### src/rtl/gpr_multiport_sb.sv
// gpr_multiport_sb: multi-port general-purpose register file with a
// write-back scoreboard.
//  - NRD asynchronous read ports and NWR synchronous write-back ports.
//    On a write-write conflict the highest-numbered port wins.
//  - One pending-write (busy) bit per register. sb_set marks a register
//    busy, and any write-back to that register clears it. When both happen
//    on the same edge, set wins.
//  - Register 0 always reads 0 and is never busy.
//  - Optional macro GPR_BYPASS_EN: read ports forward same-cycle write-back
//    data and the matching busy release. Without it (the default), a read
//    sees a write one cycle later.
module gpr_multiport_sb #(
  parameter int XLEN = 32,
  parameter int NREG = 32,
  parameter int NRD  = 2,
  parameter int NWR  = 2,
  parameter int AW   = $clog2(NREG)
) (
  input  logic                clk,
  input  logic                rstn_h,
  input  logic [NRD*AW-1:0]   rd_addr,
  output logic [NRD*XLEN-1:0] rd_data,
  output logic [NRD-1:0]      rd_busy,
  input  logic [NWR-1:0]      wr_en,
  input  logic [NWR*AW-1:0]   wr_addr,
  input  logic [NWR*XLEN-1:0] wr_data,
  input  logic                sb_set,
  input  logic [AW-1:0]       sb_addr,
  output logic [NREG-1:0]     busy_vec
);

  logic [XLEN-1:0] regs_q [NREG];
  logic [XLEN-1:0] regs_d [NREG];
  logic [NREG-1:0] busy_q;
  logic [NREG-1:0] busy_d;

  // Next state: ports are applied in ascending order, so the highest-numbered
  // port wins a conflict. sb_set is applied last, so set beats clear.
  always_comb begin
    regs_d = regs_q;
    busy_d = busy_q;
    for (int w = 0; w < NWR; w++) begin
      if (wr_en[w] && (wr_addr[w*AW +: AW] != '0)) begin
        regs_d[wr_addr[w*AW +: AW]] = wr_data[w*XLEN +: XLEN];
        busy_d[wr_addr[w*AW +: AW]] = 1'b0;
      end
    end
    if (sb_set && (sb_addr != '0)) begin
      busy_d[sb_addr] = 1'b1;
    end
    // Register 0 is hardwired: it never holds data and is never pending.
    regs_d[0] = '0;
    busy_d[0] = 1'b0;
  end

  // State registers with asynchronous active-low clear.
  always_ff @(posedge clk or negedge rstn_h) begin
    if (!rstn_h) begin
      for (int i = 0; i < NREG; i++) begin
        regs_q[i] <= '0;
      end
      busy_q <= '0;
    end else begin
      regs_q <= regs_d;
      busy_q <= busy_d;
    end
  end

  // Scoreboard output, forced to zero while reset is held low.
  assign busy_vec = rstn_h ? busy_q : '0;

  for (genvar gi = 0; gi < NRD; gi++) begin : g_rd
    logic [AW-1:0]   addr;
    logic [XLEN-1:0] val;
    logic            bsy;

    assign addr = rd_addr[gi*AW +: AW];

    // Asynchronous read of the register and busy bit, optionally bypassed.
    always_comb begin
      val = regs_q[addr];
      bsy = busy_q[addr];
`ifdef GPR_BYPASS_EN
      // Ascending scan gives the highest-numbered matching port priority.
      // An sb_set to the same address means a new producer was issued, so
      // the busy bit is not released early.
      for (int w = 0; w < NWR; w++) begin
        if (wr_en[w] && (addr != '0) && (wr_addr[w*AW +: AW] == addr)) begin
          val = wr_data[w*XLEN +: XLEN];
          bsy = (sb_set && (sb_addr == addr)) ? busy_q[addr] : 1'b0;
        end
      end
`endif
    end

    assign rd_data[gi*XLEN +: XLEN] = rstn_h ? val : '0;
    assign rd_busy[gi]              = rstn_h & bsy;
  end

endmodule

### config.mk
export PLATFORM = sky130hd
export DESIGN_NAME = gpr_multiport_sb
export DESIGN_NICKNAME = d
export VERILOG_FILES = /design/src/rtl/gpr_multiport_sb.sv
export SDC_FILE = /design/constraint.sdc
export NUM_CORES = 2
export LEC_CHECK = 0
export BUFFER_PORTS_ARGS = -buffer_cell sky130_fd_sc_hd__buf_4
export CORE_MARGIN = 4
export CORE_UTILIZATION = 40
export DETAILED_ROUTE_END_ITERATION = 6
export PLACE_DENSITY = 0.65
export SKIP_CTS_REPAIR_TIMING = 1
export SYNTH_ARGS = -nofsm -noshare
export SYNTH_HDL_FRONTEND = slang
export SYNTH_SLANG_ARGS = --single-unit
### constraint.sdc
create_clock -name clk -period 5.8 [get_ports clk]
set_clock_uncertainty 0.15 [all_clocks]
set_input_delay 0.58 -clock clk [delete_from_list [all_inputs] [get_ports clk]]
set_output_delay 0.58 -clock clk [all_outputs]
set_load 0.01 [all_outputs]
-- Word level (Yosys, flattened, before mapping)
Cells that the tools add are included.
- muxes and demuxes: 30
- reductions and logical operators: 11
- $lt $le $gt $ge: 14
- bitwise operators: 11
- operator list (kind ; count):
    $bwmux 1024 ; 2
    $mux 1024 ; 1
    $mux 992 ; 1
    $mux 32 ; 12
    $bmux 32 s5 ; 2
    $demux 32 s5 ; 2
    $and 32x32->32 ; 2
    $not 32->32 ; 2
    $or 32x32->32 ; 1
    $lt 5x6->1 const B ; 5
    $ge 6x6->1 const B ; 4
    $not 5->6 ; 4
    $demux 1 s5 ; 3
    $ge 5x1->1 const B ; 3
    $reduce_bool 5->1 ; 3
    $lt 6x1->1 const B ; 2
    $bmux 1 s5 ; 2
    $logic_and 1x1->1 ; 8
    $mux 1 ; 5
    $and 1x1->1 ; 2
- logic and storage cells: 98
- register bits: 1023
- input bits: 94
- output and inout port bits: 98

-- Depth between registers and ports, before layout
- word-level depth: 11
- mapped depth: 9
- mapped depth without buffers: 4

-- Least setup slack after synthesis
OpenSTA, ideal clock, no wires.
- path kind: in2out
- start point: input port rd_addr[0]
- end point: output port rd_data[10]
- stages: 7
- arrival time: 2.094 ns
- path buffers: 3
- required time: 5.070 ns
- setup slack: 2.976 ns
- cell sequence: clkbuf_2 > buf_6 > buf_2 > mux4_2 > mux2i_1 > nor2b_1 > o31a_1
- cells in the longest elaborated chain, start to end: 5
- RTL lines (what ; line ; RTL):
    start: declaration ; 21 ; input logic [NRD*AW-1:0] rd_addr,
    $not 5->6 (implied by the code) ; 81 ; val = regs_q[addr];
    $bmux 32 s5 ; 81 ;
    $mux 32 (implied by the code) (2 in series) ; 81 ;
    $mux 32 ; 96 ; assign rd_data[gi*XLEN +: XLEN] = rstn_h ? val : '0;
    end: declaration ; 22 ; output logic [NRD*XLEN-1:0] rd_data,
Every way passes these cells. The select of a mux whose other input is x is not followed.

-- Worst setup path in the final report
- start point: input port rd_addr[0]
- end point: output port rd_data[30]
The elaborated chain is that of the path after synthesis.

==> metrics.md <==
| Metric | Value |
|---|---|
| Post-synth top area share | 39.0% |
| Slew @ Worst Pin | 1.43 ns |
| FFs w/ async S/R, synth | 100% |
| Slew HR | 4.06% |
| Worst VDD drop | 0.000258 V |
| Syn avg cell area | 10.3 sq um |
| Share of layout cells above drive strength 1 | 16.1% |
| Finished layout cell area | 71,500 sq um |
| Total Negative Setup Slacks | 0 ns |
| Status | finished clean |
| Most frequent cells in the layout | 1,285 x mux2i_1, 1,023 x dfrtp_1, 702 x a21oi_1, 651 x nor2_1, 451 x nand2_1 |
| Layout Nets | 6,157 |
| Cells along the critical path | buf_8 > nor2b_4 > buf_4 > a221oi_2 > nor3_1 > o31a_1 > buf_4 |
| Synth area leader | dfrtp_1 |
| Static Leak | 0.0324 uW |
| Number of core rows | 148 |
| Drt pass-1 iters | 6 |
| Seq/Total Area, Yosys | 39.0% |
| Via/cell ratio | 6.53 |
| Reg clk slew, reported paths | 0.07 ns |
| Worst path max stage delay | 0.92 ns |
| Post-placement cell area | 67,700 sq um |
| Final hold vios | 0 |
| Multi-input logic area | 36,600 sq um |
| Total Power | 24,400 uW |
| Total GRT Usage | 30.1% |
| WL final | 263,000 um |
| Fin util | 43.9% |
| Syn. warnings | 0 |
| Fin crit share | 72.9% |
| Fmax | 0.236 GHz |
| HP Class | input port to flop |
| H-tree levels | 3 |
| DIE AREA | 171,000 sq um |
| TritonCTS buffer count | 113 |
| Post-Layout Cell Count | 8,339 |
| GRT overflow | 0 |
| Commonest non-fill, non-tap cell in the layout | mux2i_1 |
| Ys flop type | dfrtp_1 |
| Cell mode on critical path | buf_4 |
| Synth Register Bits | 1,023 |
| Fill cells | 15,200 |
| Final min period | 4.23 ns |
| Post-DP HPWL | 154,000 um |
| RSZ-0062 raised after global routing | no |
| Synth-to-Final Area Change | 9.02% |
| WL per Instance | 31.6 um |
| Placed insts | 8,121 |
| CTS tree | built |
| Worst-Skew Late Latency | 0.78 ns |
| Crit path max fanout | 47 |
| Bufs on Longest Clock Path | 3 |
| Antenna violation net count after detailed routing | 0 |
| Crit path required time | 5.07 ns |
| Pin count of the biggest net entering global routing | 124 |
| CTS sink cnt | 1,023 |
| Slew Limit Fails | 0 |
| Cell area after synthesis | 65,600 sq um |
| Top post-synthesis cells by area | dfrtp_1 39%, mux2i_1 20%, mux4_2 11% |
| Initial drt markers | 8,435 |
| First-pass GRT wire length | 379,000 um |
| Initial Utilization | 40.3% |
| Vias in the first global route | 52,600 |
| Register area | 25,600 sq um |
| Root Driver | clkbuf_16 |
| Cells after Synth | 6,387 |
| I/O pin total | 192 |
| Final number of setup-violating endpoints | 0 |
| Crit. End Element | output pin |
| Initial antenna violation count | 16 |
| EDFF count, synth | 0 |
| Synth Net Count | 6,481 |
| Startpoint Class | input port |
| Worst path slowest cell | nor2b_4 |
| # DRC | 0 |
| RePlAce Congestion | 0.912 |
| Area of the core | 163,000 sq um |
| Count of different cell masters after synthesis | 64 |
| WP data arrival | 3.50 ns |
| Pwr/cell area | 341 nW/um^2 |
| IO buf count | 190 |
| Chip Height | 413 um |
| Via count | 54,500 |
| Max cap viols | 0 |
| Chip width | 413 um |
| Crit Path Class | input port to output pin |
synth_stat cells (all sizes together) (3+ instances only):
cell type  count
mux2i       1285
dfrtp       1023
a21oi        702
nor2         668
nand2        473
clkbuf       453
o21ai        364
mux4         332
buf          314
nor2b        109
nor3          70
a221oi        68
mux2          66
o221ai        61
and2          42
inv           40
a32oi         34
a22oi         32
a21o          31
a221o         31
a41o          31
o221a         31
o31a          28
a32o          19
nand3         15
nand2b        10
nand3b        10
nor3b          6
o311a          6
a31oi          5
nand4b         4
and4b          3
layer usage:
metal	global-route usage, %	up-vias	share of wire [%]
li1	-	22600	-
met1	39.5	27100	38
met2	43.8	3907	43
met3	10.1	846	13
met4	15.9	2	6.0
met5	0	-	0.0076
kinds of logic after synthesis:
kind of cell / after synthesis / share of synthesized area [%]
buf+inv: 807 / 5.86
compound gates: 1447 / 13.4
other cells: 1 / 0.00572
mux: 1683 / 32.3
simple gates: 1426 / 9.34
flops: 1023 / 39.0
state kept, by name, indices dropped and copies added (netlist names):
register,count
busy_q,31
regs_q,992
power by group:
group / leakage, uW / total [uW] / switching [uW] / internal (uW)
Combinational: 0.0182 / 6220 / 2990 / 3220
Clock: 0.00185 / 7420 / 3240 / 4180
Sequential: 0.0124 / 10700 / 1660 / 9060
layout make-up:
type / count / share of cell area, %
repair buffers: 328 / 3.79
flip-flops and latches: 1023 / 35.8
clock buffers: 166 / 4.58
clock inverters: 41 / 0.628
well taps: 2175 / 3.81
multi-input cells: 4557 / 51.2
diodes: 9 / 0.0315
inverters: 40 / 0.210
per-stage QoR:
step	hold slack (ns)	setup slack, ns
floorplan	0.134	2.98
global placement	0.403	1.68
detailed placement	0.413	1.71
CTS	-0.348	1.70
global route	0.121	1.54
finish	0.0896	1.57
worst max-delay path: cells and delay by family:
| family | cells | cell delay, ns |
|---|---|---|
| AOI/OAI and AO/OA | 2 | 0.61 |
| buffers and inverters | 3 | 1.06 |
| and+or+nand+nor | 2 | 1.10 |
worst paths after layout:
kind / start / end / slack [ns] / cells past startpoint
max: rd_addr[0] / rd_data[30] / 1.57 / 7
min: wr_data[45] / regs_q[109]$_DFF_PN0_ / 0.09 / 3
max reg2reg: regs_q[920]$_DFF_PN0_ / regs_q[920]$_DFF_PN0_ / 4.76 / 2
min reg2reg: regs_q[124]$_DFF_PN0_ / regs_q[124]$_DFF_PN0_ / 0.43 / 2
max in group asynchronous: rstn_h / regs_q[755]$_DFF_PN0_ / 3.41 / 4
min in group asynchronous: rstn_h / regs_q[71]$_DFF_PN0_ / 0.26 / 2
(Power assumes the default switching activity.)
